File: config.mk
export PLATFORM = sky130hd
export DESIGN_NAME = sipo_deserializer
export DESIGN_NICKNAME = d
export VERILOG_FILES = /design/src/rtl/sipo_pkg.sv /design/src/rtl/sipo_shift_core.sv /design/src/rtl/sipo_deserializer.sv
export SDC_FILE = /design/constraint.sdc
export NUM_CORES = 1
export LEC_CHECK = 0
export ABC_AREA = 1
export BUFFER_PORTS_ARGS = -buffer_cell sky130_fd_sc_hd__buf_2
export CORE_MARGIN = 8
export CORE_UTILIZATION = 35
export CTS_CLUSTER_SIZE = 40
export DETAILED_ROUTE_END_ITERATION = 10
export SYNTH_ARGS = -nofsm -noshare
export SYNTH_HDL_FRONTEND = slang
export SYNTH_SLANG_ARGS = --single-unit
File: constraint.sdc
create_clock -name clk -period 1.3 [get_ports clk]
set_clock_uncertainty 0.1 [all_clocks]
set_input_delay 0.195 -clock clk [delete_from_list [all_inputs] [get_ports clk]]
set_output_delay 0.195 -clock clk [all_outputs]
set_load 0.01 [all_outputs]
File: src/rtl/sipo_pkg.sv
// Shared constants and helpers for the serial-in/parallel-out deserializer.
package sipo_pkg;

   // Bit-order selectors for the MSB_FIRST parameter
   localparam int unsigned BIT_ORDER_LSB_FIRST = 0;
   localparam int unsigned BIT_ORDER_MSB_FIRST = 1;

   // Width of a counter that must hold the values 0..width
   function automatic int unsigned count_width(input int unsigned width);
      return $clog2(width + 1);
   endfunction

endpackage

File: src/rtl/sipo_shift_core.sv
// Parametrised shift register with enable and synchronous clear.
// next_word is the value the register takes on an enabled edge, i.e. the
// current contents with serial_in shifted in, so the caller can capture a
// completed word on the same edge that samples its last bit.
module sipo_shift_core
   import sipo_pkg::*;
#(
   parameter int unsigned WIDTH     = 8,
   parameter int unsigned MSB_FIRST = BIT_ORDER_MSB_FIRST
) (
   input  logic             clk,
   input  logic             rst,
   input  logic             clear,
   input  logic             enable,
   input  logic             serial_in,
   output logic [WIDTH-1:0] next_word
);

   logic [WIDTH-1:0] sreg;

   generate
      if (MSB_FIRST == BIT_ORDER_MSB_FIRST) begin : g_msb
         // First bit migrates toward the top of the word
         always_comb next_word = {sreg[WIDTH-2:0], serial_in};
      end else begin : g_lsb
         // First bit migrates toward bit 0
         always_comb next_word = {serial_in, sreg[WIDTH-1:1]};
      end
   endgenerate

   // Shift register state: clear beats enable
   always_ff @(posedge clk or posedge rst) begin
      if (rst) begin
         sreg <= '0;
      end else if (clear) begin
         sreg <= '0;
      end else if (enable) begin
         sreg <= next_word;
      end
   end

endmodule

File: src/rtl/sipo_deserializer.sv
// Serial-in/parallel-out deserializer: collects WIDTH qualified bits, presents
// each completed word on a holding register with valid/ready handshake and a
// sticky overrun flag.
module sipo_deserializer
   import sipo_pkg::*;
#(
   parameter int unsigned WIDTH     = 8,
   parameter int unsigned MSB_FIRST = BIT_ORDER_MSB_FIRST
) (
   input  logic                          clk,
   input  logic                          rst,
   input  logic                          serial_in,
   input  logic                          in_valid,
   input  logic                          clear,
   input  logic                          out_ready,
   output logic [WIDTH-1:0]              parallel_out,
   output logic                          out_valid,
   output logic [count_width(WIDTH)-1:0] bit_count,
   output logic                          overrun
);

   localparam int unsigned CW = count_width(WIDTH);
   localparam logic [CW-1:0] LAST_BIT = CW'(WIDTH - 1);

   logic             shift_en;
   logic             complete;
   logic             transfer;
   logic [WIDTH-1:0] next_word;

   // Qualify the incoming bit and detect word completion / consumer transfer
   always_comb begin
      shift_en = in_valid && !clear;
      complete = shift_en && (bit_count == LAST_BIT);
      transfer = out_valid && out_ready;
   end

   sipo_shift_core #(
      .WIDTH     (WIDTH),
      .MSB_FIRST (MSB_FIRST)
   ) u_shift_core (
      .clk       (clk),
      .rst       (rst),
      .clear     (clear),
      .enable    (shift_en),
      .serial_in (serial_in),
      .next_word (next_word)
   );

   // Bit counter: wraps to 0 on the completing bit, never reaches WIDTH
   always_ff @(posedge clk or posedge rst) begin
      if (rst) begin
         bit_count <= '0;
      end else if (clear) begin
         bit_count <= '0;
      end else if (in_valid) begin
         bit_count <= complete ? '0 : bit_count + CW'(1);
      end
   end

   // Holding register and valid: a completion wins over a transfer, so a
   // simultaneous transfer+completion keeps out_valid high with the new word
   always_ff @(posedge clk or posedge rst) begin
      if (rst) begin
         parallel_out <= '0;
         out_valid    <= 1'b0;
      end else if (complete) begin
         parallel_out <= next_word;
         out_valid    <= 1'b1;
      end else if (transfer) begin
         out_valid    <= 1'b0;
      end
   end

   // Sticky overrun: set when a completed word replaces an unaccepted one
   always_ff @(posedge clk or posedge rst) begin
      if (rst) begin
         overrun <= 1'b0;
      end else if (clear) begin
         overrun <= 1'b0;
      end else if (complete && out_valid && !out_ready) begin
         overrun <= 1'b1;
      end
   end

endmodule

## Word-level counts from Yosys, hierarchy flattened

Index checks and enable logic that the tools add are counted.
Widths: inputs -> output; s select.

| storage, ports and cells | value |
|---|---|
| memory bits (writable) | 0 |
| latch bits | 0 |
| logic and storage cells | 27 |
| memories | 0 |
| register bits | 21 |
| ROM bits | 0 |
| output and inout port bits | 14 |
| input port bits | 6 |

| operators by class | value |
|---|---|
| eq/ne operators | 1 |
| divide/modulo/power cells | 0 |
| muxes and demuxes | 9 |
| multipliers | 0 |
| shift operators | 0 |
| reduce and logical (&&, ||, !) cells | 11 |
| magnitude comparators | 0 |
| bitwise logic cells | 0 |
| add/subtract/negate cells | 1 |

Operators with widths:

| operator | count |
|---|---|
| $mux 7 | 2 |
| $mux 4 | 3 |
| $reduce_bool 2->1 | 4 |
| $logic_and 1x1->1 | 5 |
| $add 4x1->4 const B | 1 |
| $eq 4x3->1 const B | 1 |
| $mux 1 | 4 |
| $logic_not 1->1 | 2 |

## Logic depth before layout (Yosys ltp)

Gate-level depths: netlist (run 1).

| depth | value |
|---|---|
| word-level depth | 7 |
| mapped depth | 7 |
| mapped depth without buffers | 6 |

## Cells and area by module

A second synthesis (run 1) with hierarchy kept.

| unflattened totals | value |
|---|---|
| cell total of the unflattened synthesis | 106 |
| area total of the unflattened synthesis | 958.4 sq um |

Modules (own cells, without submodules):

| module | cells an instance | area each (sq um) | instances |
|---|---|---|---|
| sipo_deserializer | 73 | 649.4 | 1 |
| sipo_shift_core | 33 | 309.0 | 1 |

## Worst setup path after synthesis (run 1)

No wires, ideal clock.

| timing | value |
|---|---|
| path type | register to register |
| start | reg bit_count[0] |
| end | reg parallel_out[7] |
| setup slack | -85 ps |
| path buffers | 1 |
| arrival | 1168 ps |
| cell stages (with the launch flop) | 8 |
| period minus slack after synthesis | 1385 ps |
| cells stage by stage | dfrtp_1 ha_1 nand2_1 nor2_4 nand2_4 buf_6 nand2_2 o21ai_2 |

| between the ends | value |
|---|---|
| cells in the longest elaborated chain, start to end | 2 |

RTL lines:

| element | RTL line | RTL |
|---|---|---|
| start, declared | sipo_deserializer.sv:18 | `output logic [count_width(WIDTH)-1:0] bit_count,` |
| start signal, assigned | sipo_deserializer.sv:56 | `bit_count <= complete ? '0 : bit_count + CW'(1);` |
| $eq 4x3->1 | sipo_deserializer.sv:33 | `complete = shift_en && (bit_count == LAST_BIT);` |
| $logic_and 1x1->1 | sipo_deserializer.sv:33 |  |
| end signal, assigned | sipo_deserializer.sv:67 | `parallel_out <= next_word;` |
| end, declared | sipo_deserializer.sv:16 | `output logic [WIDTH-1:0] parallel_out,` |

No other way between the ends.
A chain may end at the register's enable or synchronous reset.

## Worst setup path in the final report (run 1)

| timing | value |
|---|---|
| start | reg bit_count[1] |
| end | reg parallel_out[0] |

Same word-level chain as after synthesis.

==> results of run 1 <==
[layout make-up]
class	instances	share of cell area, %
clock inverter	1	0.603
sequential	21	42.4
tap	30	3.02
inverter	16	4.82
multi-input combinational	51	32.6
timing repair buffer	27	14.8
clock buffer	3	1.81
[logic make-up (layout without fill, tap and decap cells)]
| kind of cell | count (synthesis) | after routing |
|---|---|---|
| buffers and inverters | 17 | 47 |
| AOI/OAI and AO/OA | 19 | 19 |
| and+or+nand+nor | 29 | 31 |
| adders and majority gates | 1 | 1 |
| DFF | 21 | 21 |
[sequential cells by signal (all words and copies together), names as in the netlist]
signal,flops
out_valid,1
overrun,1
bit_count,4
u_shift_core.sreg,7
parallel_out,8
[power breakdown]
group          internal [µW]  leakage [µW]  switching (µW)  total [µW]
registers                663      0.000288            7.96         671
logic                   40.4      0.000292            63.4         104
clock network            117     0.0000139             207         324
[worst min-delay path, delay by kind of cell]
family	cells	cell delay, ps
AND/OR/NAND/NOR	2	100
buffers and inverters	2	120
[routing by layer]
layer / routed length, µm / global-route usage, % / part of all wire [%] / vias up
met1: 839 / 9.07 / 42 / 323
met5: 0 / 0 / 0 / -
met2: 1060 / 14.6 / 53 / 10
met3: 55 / 1.36 / 2.8 / 2
met4: 30 / 4.00 / 1.5 / 0
li1: - / - / - / 353
[placed cells by master, fill, tap and decap left out, types with 4 or more instances in the layout]
| master | count |
|---|---|
| nand3_1 | 4 |
| o22ai_1 | 7 |
| inv_1 | 15 |
| nand2_4 | 6 |
| buf_4 | 4 |
| buf_2 | 18 |
| nand2_1 | 8 |
| dfrtp_1 | 19 |
| o21ai_2 | 8 |
[repair_timing]
item                                   4_1_cts  5_1_grt
endpoints found under the hold margin       21        0
setup endpoints to repair                    6       11
gates resized for setup                      4       20
buffers inserted                             0        4
cloned                                       0        2
hold buffers                                 1        0
pin swaps                                    0        1
[metrics by stage]
step / utilization (%) / hold slack [ps]
after floorplan: - / 71.5
after detailed placement: 42.9 / 140
final: 51.2 / 43.3
after CTS: 45.4 / 19.7
after global routing: 51.2 / 50.6
after global placement: 42.9 / 137
[final timing paths]
path | to | from | depth (start not counted) | slack [ps]
max in group asynchronous | bit_count[0]$_DFFE_PP0P_ | rst | 4 | 520
max reg2reg | parallel_out[0]$_DFFE_PP0P_ | bit_count[1]$_DFFE_PP0P_ | 7 | -20
max | parallel_out[0]$_DFFE_PP0P_ | bit_count[1]$_DFFE_PP0P_ | 7 | -20
min in group asynchronous | u_shift_core.sreg[0]$_DFFE_PP0P_ | rst | 4 | 340
min | out_valid$_DFFE_PP0P_ | out_ready | 4 | 40
min reg2reg | parallel_out[1]$_DFFE_PP0P_ | parallel_out[1]$_DFFE_PP0P_ | 2 | 400
==> results by group, run 1 <==
Timing
  • Final worst slack: -20.8 ps
  • Rel. slew slack: roughly 74%
  • RSZ-0062 raised after global routing: true
  • Setup TNS: -43.7 ps
  • Worst slew pin tran: slightly below 400 ps
  • Endpoints failing hold: 0
  • # setup viols final: 4
  • Minimum clock period: about 1300 ps
  • F_max: around 760 MHz
  • Final period util: 102%
  • Max-slew violation count: 0

Worst setup path
  • CP cell instances: ha_4 > nand2_4 > nor2_4 > buf_12 > nand2_8 > nand2_4 > o21ai_2
  • Crit path launch type: register
  • Setup crit end kind: register
  • Critical path data required time: 1400 ps
  • WP data arrival: 1420 ps
  • Critical path's top delay family: flip-flops
  • Critical path type: register to register
  • Slowest-stage cell, CP: dfrtp_1
  • Most used cell, CP: nand2_4
  • CP max stage delay: between 400 and 500 ps
  • Number of buffers and inverters on the critical path: 1
  • Worst-path fanout max: 4

Finish
  • Reg area: approximately 530 µm²
  • Nets: 127
  • Antenna diode count: 0
  • Layout cells sized above 1: between 40% and 50%
  • Final Instance Count excl. Fillers: approximately 150
  • Fillcell total: 214
  • Multi-input gate area in the final layout: slightly above 400 µm²
  • Area growth syn-to-layout: 40.5%
  • Post-route cell area: approximately 1200 µm²

Synthesis
  • Adder-cell share of the synthesized area: 1.41%
  • Mapped Area: around 890 µm²
  • Number of synthesized flops with an enable pin: 0
  • Cell count after synthesis: between 80 and 90
  • Syn avg cell area: just over 10 µm²
  • Dominant synthesized flop cell: dfrtp_1
  • Top-area cell type share of the netlist area: 59.3%
  • Mux contribution to synthesized area: 0%
  • Post-Synth XOR/XNOR Area: 0%
  • Synth top area cells: dfrtp_1 59%, o21ai_2 7.9%, nand2_1 6.8%
  • Sequential area share after synthesis: 59.3%
  • Yosys cell types: 19
  • Async SR Flop Fraction: 100%
  • Commonest cells in the netlist: 21 x dfrtp_1, 16 x nand2_1, 15 x inv_1, 8 x o21ai_2, 7 x o22ai_1
  • Yosys reg bits: 21
  • Post-synth top area cell: dfrtp_1
  • Top-count cell post-synth: dfrtp_1
  • Largest family of logic cells by synthesized area: simple AND/OR/NAND/NOR gates
  • Synth Area in Simple Gates: 15.8%
  • Compound-gate portion of the synthesized area: 15.4%
  • Yosys warns: 0
  • Syn Nets: 94

GRT
  • Largest net degree at the start of global routing: 22
  • First-pass GRT wire length: 2950 µm
  • Total track usage: under 10%
  • GRT overflow: 0
  • Number of antenna violations at the first check in global routing: 0
  • Vias in the first global route: ~670

Placement
  • Cell Area, Placed: between 1000 and 1500 µm²
  • Inst Count DP: between 100 and 150
  • Pre-CTS setup slack: around 0.65 ps
  • DP Wirelength: between 1000 and 1500 µm
  • Port bufs: 19
  • RePlAce Congestion: around 0.84

Clock network
  • Root buf cell: clkbuf_4
  • Clock Path Buffers: 2
  • Clk slew on worst S/H paths: 120 ps
  • CTS Buf Count: 3
  • Total clock sinks: 21
  • CTS H-Tree Depth: 1
  • TritonCTS clock tree: yes
  • Clk_lat worst skew: 300 ps

Route
  • # DRC: 0
  • DR vias/cell: around 4.6
  • Routed wire length: between 1500 and 2000 µm
  • TritonRoute pass-1 iters: 4
  • Final antenna-violating net count: 0
  • Initial DRC count: 25
  • Wire per inst: approximately 13 µm
  • Vias post-DR: a little under 700

Worst hold path
  • Worst min path class: input port to register

Floorplan
  • # rows: 18
  • Chip height: 66.3 µm
  • Core area: approximately 2400 µm²
  • Die area: ~4400 µm²
  • Starting density of the core: approximately 36%
  • Boundary pin count: 20
  • Width of the chip: 66.3 µm

Power
  • Total leakage power: 0.000594 µW
  • Final Power: 1100 µW
  • PD cells: ~880 nW/µm²
  • VDD IR max: roughly 0.56 mV

Status
  • Status: finished with violations
  • Failing checks: setup timing

Job
  • Max cap viols: 0
Power figures use the tool's default switching activity.
==> run 2: changes to the inputs <==
Settings changed: RECOVER_POWER from default to 100.
==> run 2 against run 1 <==
Net effect: cell area decreased by 0.30%; utilization fell by 0.15 points; critical endpoint unchanged; worst setup slack got worse by 4.4 ps; the run still ends with setup timing left; wire length about the same; non-clock buffer count unchanged.
==> results by group, run 2 (synthesized netlist as in run 1, its figures left out) <==
Status
  • Status: finished with violations
  • Failing checks: setup timing

Route
  • Initial DRC count: 25
  • Final antenna-violating net count: 0
  • Wire per inst: between 10 and 15 µm
  • # DRC: 0
  • DR vias/cell: 4.62
  • TritonRoute pass-1 iters: 4
  • Vias post-DR: 688
  • Routed wire length: slightly below 2000 µm

Worst setup path
  • Worst-path fanout max: 4
  • FF-to-FF path depth: 7
  • Critical path data required time: between 1000 and 1500 ps
  • RR Startpoint: bit_count[1]$_DFFE_PP0P_
  • Critical path type: register to register
  • Crit Reg-Reg Endpoint: parallel_out[0]$_DFFE_PP0P_
  • Setup crit end kind: register
  • Crit path launch type: register
  • WP data arrival: approximately 1400 ps
  • FF-to-FF setup slack: -30 ps

Floorplan
  • Die area: 4400 µm²
  • Boundary pin count: 20
  • Starting density of the core: 36.4%
  • Width of the chip: about 66 µm
  • Core area: 2430 µm²
  • Chip height: approximately 66 µm
  • # rows: 18

Power
  • Combinational Power Share: a little under a tenth
  • Internal cell power: around 820 µW
  • VDD IR max: ~0.56 mV
  • Total leakage power: about 0.00059 µW
  • Clock share of power: between 20% and 30%
  • Share of power burned in registers: between 60% and 70%
  • PD cells: roughly 880 nW/µm²
  • Switch Pwr: between 200 and 300 µW
  • Switching share of power: 25.4%

Job
  • Max cap viols: 0

Finish
  • Antenna diode count: 0
  • Largest regs: parallel_out x8, u_shift_core.sreg x7, bit_count x4
  • Post-route cell area: ~1200 µm²
  • Layout cells sized above 1: a little under half
  • Area growth syn-to-layout: 40.1%
  • Nets: 127
  • Largest Register: parallel_out
  • Most common cell after layout, fill and taps aside: dfrtp_1
  • Final Instance Count excl. Fillers: between 100 and 150
  • Most frequent cells in the layout: 19 x dfrtp_1, 17 x buf_2, 15 x inv_1, 8 x nand2_1, 8 x o21ai_2
  • Max FFs per register: 8

Clock network
  • CTS Buf Count: 3
  • TritonCTS clock tree: yes
  • Root buf cell: clkbuf_4
  • Total clock sinks: 21
  • Clk slew on worst S/H paths: between 100 and 150 ps
  • CTS H-Tree Depth: 1
  • Clk_lat worst skew: 300 ps
  • Clock Path Buffers: 2

Placement
  • Inst Count DP: 139
  • Port bufs: 19
  • Cell Area, Placed: 1040 µm²
  • DP Wirelength: 1280 µm
  • RePlAce Congestion: roughly 0.84

Worst hold path
  • Hold EP: out_valid$_DFFE_PP0P_
  • Hold Crit Depth: 4
  • Worst min path class: input port to register
  • Hold path startpoint: out_ready

GRT
  • Busiest grt layer: met2
  • Total track usage: around 8.2%
  • Vias in the first global route: between 600 and 700
  • Number of antenna violations at the first check in global routing: 0
  • GRT overflow: 0
  • Largest net degree at the start of global routing: 22
  • Met3 Use GR: 1.36%
  • GR Layer Usage met2: between 10% and 20%
  • Met1 GRT Util: 9.07%
  • First-pass GRT wire length: 2950 µm

Timing
  • Final worst slack: -25.2 ps
  • Minimum clock period: approximately 1300 ps
  • Max-slew violation count: 0
  • RSZ-0062 raised after global routing: true
  • Rel. slew slack: about two thirds
  • # setup viols final: 6
  • Final period util: 102%
  • Endpoints failing hold: 0
  • F_max: 755 MHz
  • Worst slew pin tran: about 530 ps
  • WHS: about 43 ps
==> run 2: cell count changes in the layout (fill, tap and decap cells not counted), sizes merged <==
| cell | change |
|---|---|
| buf | -2 |
| clkbuf | +2 |
==> run 2: area by class of cell <==
class / count / area, µm²
Clock buffer: 3 / 22.5
Clock inverter: 1 / 7.51
Fill cell: 213 / 1190
Inverter: 16 / 60.1
Multi-Input combinational cell: 51 / 405
Sequential cell: 21 / 528
Tap cell: 30 / 37.5
Timing Repair Buffer: 27 / 180
==> run 2: repair_timing <==
item	in CTS	in global routing
setup endpoints to repair	6	11
pin swaps	0	1
hold buffers	1	0
buffers inserted	0	4
gates cloned	0	2
gates resized for setup	4	20
hold endpoints to repair	21	0
==> run 2: layer usage <==
layer / routed length [µm] / vias to the layer above
li1: - / 353
met5: 0 / -
met2: 1060 / 10
met1: 838 / 323
met3: 55 / 2
met4: 30 / 0
==> run 2: worst max-delay path by stage <==
stage,start,end,cells after the start
final,bit_count[1]$_DFFE_PP0P_,parallel_out[0]$_DFFE_PP0P_,7
after floorplan,bit_count[1]$_DFFE_PP0P_,parallel_out[7]$_DFFE_PP0P_,7
after detailed placement,bit_count[1]$_DFFE_PP0P_,parallel_out[0]$_DFFE_PP0P_,6
after global routing,bit_count[1]$_DFFE_PP0P_,parallel_out[0]$_DFFE_PP0P_,7
after global placement,bit_count[1]$_DFFE_PP0P_,parallel_out[1]$_DFFE_PP0P_,6
after CTS,bit_count[1]$_DFFE_PP0P_,parallel_out[1]$_DFFE_PP0P_,6
==> run 2: power by group through the flow <==
stage	Clock (µW)	Sequential (µW)	Combinational, µW
final	324	671	102
after global routing	367	672	115
after CTS	336	667	90.6
after detailed placement	0	680	83.4
after global placement	0	679	81.6
after floorplan	0	685	38.6
==> run 2: per-stage QoR <==
| step | total power, µW | util [%] | TNS [ps] | worst slack, ps |
|---|---|---|---|---|
| detailed placement | 763 | 42.9 | 0 | 0.649 |
| floorplan | 724 | - | -153 | -60.2 |
| CTS | 1090 | 45.4 | -2.37 | -1.22 |
| global placement | 761 | 42.9 | 0 | 39.3 |
| finish | 1100 | 51.0 | -61.5 | -25.2 |
| global route | 1150 | 51.0 | -593 | -71.6 |
==> run 2: worst max-delay path, stage by stage, from the launching register on <==
cell and delay, ps:
dfrtp_1 420, ha_4 170, nand2_4 50, nor2_4 140, buf_12 140, nand2_8 70, nand2_4 80, o21ai_2 40
